**src/rtl/video_stream_gen.sv**
```systemverilog
// video_stream_gen: raster timing generator with a selectable 8-bit luma test
// pattern. Every output is registered one clock after the counter state it
// decodes. Optional build macro VSG_FRAME_SCROLL_EN adds a per-frame
// horizontal scroll to the ramp and checker patterns.
module video_stream_gen #(
   parameter int unsigned H_ACTIVE = 1280,
   parameter int unsigned H_FP     = 110,
   parameter int unsigned H_SYNC   = 40,
   parameter int unsigned H_BP     = 220,
   parameter int unsigned V_ACTIVE = 720,
   parameter int unsigned V_FP     = 5,
   parameter int unsigned V_SYNC   = 5,
   parameter int unsigned V_BP     = 20,
   parameter int unsigned SYNC_POL = 1
) (
   input  logic       clk,
   input  logic       rst,
   input  logic       en,
   input  logic [1:0] pattern,
   input  logic [7:0] const_y,
   output logic       ycbcr_vs,
   output logic       ycbcr_hs,
   output logic       ycbcr_de,
   output logic [7:0] ycbcr_y,
   output logic       frame_done,
   output logic       busy
);

   localparam int unsigned H_TOTAL = H_SYNC + H_BP + H_ACTIVE + H_FP;
   localparam int unsigned V_TOTAL = V_SYNC + V_BP + V_ACTIVE + V_FP;
   localparam int unsigned HW = $clog2(H_TOTAL);
   localparam int unsigned VW = $clog2(V_TOTAL);
   localparam int unsigned H_ACT_START = H_SYNC + H_BP;
   localparam int unsigned H_ACT_END   = H_ACT_START + H_ACTIVE;
   localparam int unsigned V_ACT_START = V_SYNC + V_BP;
   localparam int unsigned V_ACT_END   = V_ACT_START + V_ACTIVE;
   // Level driven on vs/hs outside the sync interval and during reset/idle.
   localparam logic SYNC_IDLE = (SYNC_POL == 0) ? 1'b1 : 1'b0;

   typedef enum logic {ST_IDLE, ST_RUN} state_t;

   state_t          state_q, state_d;
   logic [HW-1:0]   h_cnt_q, h_cnt_d;
   logic [VW-1:0]   v_cnt_q, v_cnt_d;
   logic [1:0]      pat_q, pat_d;
   logic [7:0]      cy_q, cy_d;
   logic            vs_q, vs_d, hs_q, hs_d, de_q, de_d;
   logic [7:0]      y_q, y_d;
   logic            fd_q, fd_d, busy_q, busy_d;
`ifdef VSG_FRAME_SCROLL_EN
   logic [7:0]      fcnt_q, fcnt_d;
`endif

   logic            hs_i, vs_i, de_i, h_last, v_last, last_px;
   logic [7:0]      x8, xs8, yl8, pix;

   // Decode counter state into timing flags, pixel coordinates and pattern value.
   always_comb begin
      hs_i    = 32'(h_cnt_q) < H_SYNC;
      vs_i    = 32'(v_cnt_q) < V_SYNC;
      de_i    = (32'(h_cnt_q) >= H_ACT_START) && (32'(h_cnt_q) < H_ACT_END) &&
                (32'(v_cnt_q) >= V_ACT_START) && (32'(v_cnt_q) < V_ACT_END);
      h_last  = 32'(h_cnt_q) == H_TOTAL - 1;
      v_last  = 32'(v_cnt_q) == V_TOTAL - 1;
      last_px = h_last && v_last;
      x8      = 8'(32'(h_cnt_q) - H_ACT_START);
      yl8     = 8'(32'(v_cnt_q) - V_ACT_START);
`ifdef VSG_FRAME_SCROLL_EN
      xs8     = x8 + fcnt_q;
`else
      xs8     = x8;
`endif
      case (pat_q)
         2'd0:    pix = xs8;
         2'd1:    pix = yl8;
         2'd2:    pix = (xs8[3] ^ yl8[3]) ? 8'hFF : 8'h00;
         default: pix = cy_q;
      endcase
   end

   // Next-state, counter advance, pattern latching and registered-output values.
   always_comb begin
      state_d = state_q;
      h_cnt_d = h_cnt_q;
      v_cnt_d = v_cnt_q;
      pat_d   = pat_q;
      cy_d    = cy_q;
      vs_d    = SYNC_IDLE;
      hs_d    = SYNC_IDLE;
      de_d    = 1'b0;
      y_d     = '0;
      fd_d    = 1'b0;
      busy_d  = 1'b0;
`ifdef VSG_FRAME_SCROLL_EN
      fcnt_d  = fcnt_q;
`endif
      case (state_q)
         ST_IDLE: begin
            h_cnt_d = '0;
            v_cnt_d = '0;
            if (en) begin
               state_d = ST_RUN;
               pat_d   = pattern;
               cy_d    = const_y;
            end
         end
         default: begin
            busy_d = 1'b1;
            hs_d   = hs_i ^ SYNC_IDLE;
            vs_d   = vs_i ^ SYNC_IDLE;
            de_d   = de_i;
            y_d    = de_i ? pix : 8'h00;
            fd_d   = last_px;
            if (h_last) begin
               h_cnt_d = '0;
               v_cnt_d = v_last ? '0 : v_cnt_q + 1'b1;
            end else begin
               h_cnt_d = h_cnt_q + 1'b1;
            end
            if (last_px) begin
`ifdef VSG_FRAME_SCROLL_EN
               fcnt_d = fcnt_q + 8'd1;
`endif
               if (en) begin
                  pat_d = pattern;
                  cy_d  = const_y;
               end else begin
                  state_d = ST_IDLE;
`ifdef VSG_FRAME_SCROLL_EN
                  fcnt_d  = '0;
`endif
               end
            end
         end
      endcase
   end

   // State, counters, latched pattern settings and output registers.
   always_ff @(posedge clk or posedge rst) begin
      if (rst) begin
         state_q <= ST_IDLE;
         h_cnt_q <= '0;
         v_cnt_q <= '0;
         pat_q   <= '0;
         cy_q    <= '0;
         vs_q    <= SYNC_IDLE;
         hs_q    <= SYNC_IDLE;
         de_q    <= 1'b0;
         y_q     <= '0;
         fd_q    <= 1'b0;
         busy_q  <= 1'b0;
`ifdef VSG_FRAME_SCROLL_EN
         fcnt_q  <= '0;
`endif
      end else begin
         state_q <= state_d;
         h_cnt_q <= h_cnt_d;
         v_cnt_q <= v_cnt_d;
         pat_q   <= pat_d;
         cy_q    <= cy_d;
         vs_q    <= vs_d;
         hs_q    <= hs_d;
         de_q    <= de_d;
         y_q     <= y_d;
         fd_q    <= fd_d;
         busy_q  <= busy_d;
`ifdef VSG_FRAME_SCROLL_EN
         fcnt_q  <= fcnt_d;
`endif
      end
   end

   assign ycbcr_vs   = vs_q;
   assign ycbcr_hs   = hs_q;
   assign ycbcr_de   = de_q;
   assign ycbcr_y    = y_q;
   assign frame_done = fd_q;
   assign busy       = busy_q;

endmodule

```
**config.mk**
```make
export PLATFORM = sky130hd
export DESIGN_NAME = video_stream_gen
export DESIGN_NICKNAME = d
export VERILOG_FILES = /design/src/rtl/video_stream_gen.sv
export SDC_FILE = /design/constraint.sdc
export NUM_CORES = 1
export LEC_CHECK = 0
export CELL_PAD_IN_SITES_DETAIL_PLACEMENT = 0
export CELL_PAD_IN_SITES_GLOBAL_PLACEMENT = 1
export CORE_ASPECT_RATIO = 1.2
export CORE_MARGIN = 1
export CORE_UTILIZATION = 40
export DETAILED_ROUTE_END_ITERATION = 6
export HOLD_SLACK_MARGIN = 0.12
export PLACE_DENSITY_LB_ADDON = 0.1
export SYNTH_ARGS = -nofsm -noshare
export SYNTH_HDL_FRONTEND = slang
export SYNTH_SLANG_ARGS = --single-unit
```
**constraint.sdc**
```tcl
create_clock -name clk -period 5.6 [get_ports clk]
set_input_delay 0.56 -clock clk [delete_from_list [all_inputs] [get_ports clk]]
set_output_delay 0.56 -clock clk [all_outputs]
set_load 0.01 [all_outputs]
```
== Word-level counts from Yosys, hierarchy flattened ==
Cells that the tools add are included.

* Add/sub/neg operators: 4
* Magnitude comparators: 6
* Equality and inequality tests: 6
* Multiplexer cells: 23
* Bitwise logic cells: 1
* Reductions and logical operators: 5

{| class="wikitable"
|+ Operators with widths
! kind !! count
|-
| $mux W8 || 6
|-
| $mux W10 || 3
|-
| $pmux W8 S3 || 1
|-
| $mux W11 || 2
|-
| $add A11 B1 Y11 const B || 1
|-
| $eq A11 B11 Y1 const B || 1
|-
| $ge A11 B9 Y1 const B || 1
|-
| $lt A11 B11 Y1 const B || 1
|-
| $lt A11 B6 Y1 const B || 1
|-
| $add A10 B1 Y10 const B || 1
|-
| $eq A10 B10 Y1 const B || 1
|-
| $ge A10 B5 Y1 const B || 1
|-
| $lt A10 B10 Y1 const B || 1
|-
| $lt A10 B3 Y1 const B || 1
|-
| $mux W1 || 8
|-
| $sub A8 B3 Y8 const B || 1
|-
| $sub A8 B5 Y8 const B || 1
|-
| $mux W2 || 3
|-
| $logic_and A1 B1 Y1 || 4
|-
| $ne A2 B1 Y1 const B || 2
|-
| $eq A2 B1 Y1 const B || 1
|-
| $eq A2 B2 Y1 const B || 1
|-
| $logic_not A2 Y1 || 1
|-
| $xor A1 B1 Y1 || 1
|}

* Bits in registers: 45
* Logic and storage cells: 56

== Depth between registers and ports, before layout ==
* Depth after elaboration: 6
* Depth in mapped cells: 9

== Worst setup path after synthesis ==
Ideal clock, no wire load.

* Path type: reg-to-reg
* Start point: register h_cnt_q[3]
* End point: register y_q[6], in the netlist ycbcr_y[6]
* Data arrival time: 1894 ps
* Data required time: 5480 ps
* Slack: 3586 ps
* Cell stages (with the launch flop): 10
* Path buffers: 1
* Cells stage by stage: dfrtp_1 > inv_1 > ha_1 > nor4b_1 > or4_2 > o221ai_1 > or2_2 > buf_2 > inv_1 > o211a_1

* Cells in the longest elaborated chain, start to end: 6
* Elaborated cells between the ends (all ways): 11

{| class="wikitable"
|+ RTL lines
! item !! line !! RTL
|-
| from (decl) || 43 || <nowiki>logic [HW-1:0] h_cnt_q, h_cnt_d;</nowiki>
|-
| from (signal assigned) || 157 || <nowiki>h_cnt_q <= h_cnt_d;</nowiki>
|-
| $sub A8 B3 Y8 (tied with other cells) || 66 || <nowiki>x8 = 8'(32'(h_cnt_q) - H_ACT_START);</nowiki>
|-
| $xor A1 B1 Y1 / $logic_and A1 B1 Y1 (equally long branches) || 76, 61 ||
|-
| $mux W8 / $logic_and A1 B1 Y1 (equally long branches) || 76, 61 ||
|-
| $pmux W8 S3 / $logic_and A1 B1 Y1 (equally long branches) || 73, 62 ||
|-
| $mux W8 * || 112 || <nowiki>y_d = de_i ? pix : 8'h00;</nowiki>
|-
| $mux W8 * || 97 || <nowiki>case (state_q)</nowiki>
|-
| net y_d[6] || 48 || <nowiki>logic [7:0] y_q, y_d;</nowiki>
|-
| to (signal assigned) || 164 || <nowiki>y_q <= y_d;</nowiki>
|-
| to (decl) || 48 ||
|}

Mark *: on every way through the listed nets, which the timed path passes. The rest lies on a longest branch.
A chain may end at the register's enable or synchronous reset.

== Worst setup path in the final report ==
* Start point: register v_cnt_q[1]
* End point: register cy_q[4]

* Cells in the longest elaborated chain, start to end: 3

{| class="wikitable"
|+ RTL lines
! item !! line !! RTL
|-
| from (decl) || 44 || <nowiki>logic [VW-1:0] v_cnt_q, v_cnt_d;</nowiki>
|-
| from (signal assigned) || 158 || <nowiki>v_cnt_q <= v_cnt_d;</nowiki>
|-
| $eq A10 B10 Y1 || 64 || <nowiki>v_last = 32'(v_cnt_q) == V_TOTAL - 1;</nowiki>
|-
| $logic_and A1 B1 Y1 || 65 || <nowiki>last_px = h_last && v_last;</nowiki>
|-
| $ne A2 B1 Y1 (no source line) || - ||
|-
| to (signal assigned) || 160 || <nowiki>cy_q <= cy_d;</nowiki>
|-
| to (decl) || 46 || <nowiki>logic [7:0] cy_q, cy_d;</nowiki>
|}

No other way between the ends.

==> results.yml <==
run_status:
  run_status: "completed"
power_and_ir_drop:
  p_per_area_mw_per_mm2: 198
  peakVddDrop_v: 0.000103
  p_leak_nw: 1.30
worst_hold_path:
  hp-class: "flop to flop"
timing:
  slew_headroom_pct: 38.4
  period_minus_slack_ns: 2.20
  skew_ns: 0.0101
  tightest_slew_ns: 0.922
  slew_violations: 0
  layout_setup_ws_ns: 3.40
  setup-tns-final_ns: 0
  whs_ns: 0.510
  fin_crit_sh_pct: 39.3
  setup_viol: 0
  max_clock_freq_mhz: 455
  finalHoldViolations: 0
  rsz0062_at_grt: "no"
place:
  place.gp.congestion: 0.783
  dp_slack_ns: 3.39
  dp_hpwl_um: 4020
  portBuffers: 25
  dp.cells: 360
floorplanning:
  die_w_um: 75.5
  ios: 26
  die_h_um: 90.2
  num_rows: 31
  core_region_area_sq_mm: 0.00613
  start_util_pct: 42.3
  dieArea_sq_mm: 0.00681
finish:
  num_antenna_cells: 0
  area_growth_pct: 15.0
  layout.cells.non_filler: 368
  layout-drive-gt1-share_pct: 10.5
  nets: 307
  final_core_util_pct: 48.6
synthesis:
  yosys.area.top_type: "dfrtp_1"
  dominantRegCellSynth: "dfrtp_1"
  yosysMostFrequentCell: "dfrtp_1"
  synth_fp_nets: 290
  ys.warnings.count: 0
  synthCells: 268
  ys_top_cells_by_area: "dfrtp_1 43%, nor2_1 4.5%, ha_1 4.3%, mux2_2 4.3%, nand2_1 3.2%"
  syn_avg_cell_area_sq_um: 9.67
  synth.distinct_cells: 59
  synth-seq-cells: 45
  ys_seq_area_share_pct: 43.4
  synth_top_cell_area_share_pct: 43.4
  synth-edff-count: 0
  async_reset_ff_share_pct: 100
  yosys-top-cells-count: "45 x dfrtp_1, 31 x nor2_1, 22 x nand2_1, 12 x o21ai_0, 11 x nand3_1"
  netlist_area_sq_mm: 0.00259
clock_network:
  clock_sinks: 45
  htree_levels: 2
  clk_latency_ns: 0.30
  cts_setup_buffers: 0
  cts_hold_buf: 0
  cts_resized: 0
  cts_tree: "built"
  cts_buffer_depth: 2
  clock-root-buffer: "clkbuf_8"
  clkTransAtPathRegs_ns: 0.08
  numCtsBuffers: 5
setup_path:
  cp-end-kind: "flop"
  cp_max_fo: 10
  start_kind: "flop"
  critPathRequiredTime_ns: 5.79
  crit_type: "flop to flop"
  worstPathArrival_ns: 2.39
global_routing:
  grt_usage_pct: 18.7
  grt_max_degree: 46
  first_global_vias: 1915
  grt_pass1_wl_um: 9680
  antenna_found_initial: 0
  grt_overflow_total: 0
routing:
  drt_iter0_drc: 56
  detail_route.wl_per_cell_um: 15.3
  drt_wl_total_um: 5640
  avgViaCountPerCell: 5.21
  via_count: 1919
  drt_first_pass_iters: 4
  drcViolationCount: 0
  antenna_left: 0
flow_run:
  maxCapViolations: 0
## final cells by class
type                    count  area, sq um
inverters                  10         37.5
repair buffers             27          265
clock buffers               7         86.3
fillers                   608         3150
multi-input cells         196         1330
well taps                  82          103
flip-flops and latches     45         1130
clock inverters             1         30.0
## path summary, 6_finish.rpt
check                            from     endpoint  slack (ns)  cells past startpoint
max                        v_cnt_q[1]      cy_q[4]        3.40                      7
min                           cy_q[1]      cy_q[1]        0.51                      1
max reg2reg                v_cnt_q[1]      cy_q[4]        3.40                      7
min reg2reg                   cy_q[1]      cy_q[1]        0.51                      1
max in group asynchronous         rst  h_cnt_q[10]        4.24                      2
min in group asynchronous         rst   ycbcr_y[3]        0.79                      2
## per-layer routing
| layer | routed length, um | vias to the layer above | part of all wire, % | GRT usage [%] |
|---|---|---|---|---|
| met4 | 71 | 0 | 1.3 | 5.09 |
| li1 | - | 971 | - | - |
| met2 | 2750 | 23 | 49 | 29.2 |
| met3 | 123 | 6 | 2.2 | 3.70 |
| met1 | 2690 | 919 | 48 | 26.3 |
| met5 | 0 | - | 0 | 0 |
## per-stage QoR
| step | area [sq um] | total power, mW |
|---|---|---|
| floorplan | 2590 | 0.336 |
| global placement | 2860 | 0.347 |
| detailed placement | 2860 | 0.347 |
| CTS | 2980 | 0.601 |
| global route | 2980 | 0.614 |
| finish | 2980 | 0.590 |
## registers in the layout, summed over array words and instances (netlist names)
signal / flops
h_cnt_q: 11
v_cnt_q: 10
cy_q: 8
ycbcr_y: 8
pat_q: 2
busy: 1
frame_done: 1
state_q: 1
ycbcr_de: 1
ycbcr_hs: 1
ycbcr_vs: 1
## cell usage in the layout, fill, tap and decap left out, types with 6 or more instances in the layout
master,instances
dfrtp_1,45
nor3_1,6
clkbuf_8,6
mux2_2,10
clkdlybuf4s50_1,25
o21ai_0,12
inv_1,8
and3_1,6
a21oi_1,7
nand3_1,11
xnor2_1,8
nor2_1,31
nand2_1,22
xor2_1,8
ha_1,9
## report_power, final
group	switching (mW)	internal (mW)	total (mW)
sequential	0	0.325	0.325
combinational	0.00738	0.00748	0.0149
clock	0.105	0.145	0.250
## critical path: stages, from the launching register on
cell and delay (ns):
dfrtp_1 0.45, inv_1 0.10, ha_1 0.16, nor4bb_1 0.34
nand4_1 0.24, o21ai_2 0.25, nand2_2 0.21, mux2_2 0.33
## logic make-up (layout without fill, tap and decap cells)
group,after synthesis,count (layout),share of synthesized area (%)
AND/OR/NAND/NOR,108,108,22.3
AO/OA/AOI/OAI,50,50,13.3
flip-flops,45,45,43.4
buffers and inverters,27,45,5.16
XOR/XNOR,17,17,6.27
multiplexers,12,12,5.12
adder cells (fa/ha/maj),9,9,4.34
No activity file was read; power rests on OpenSTA's default activity.
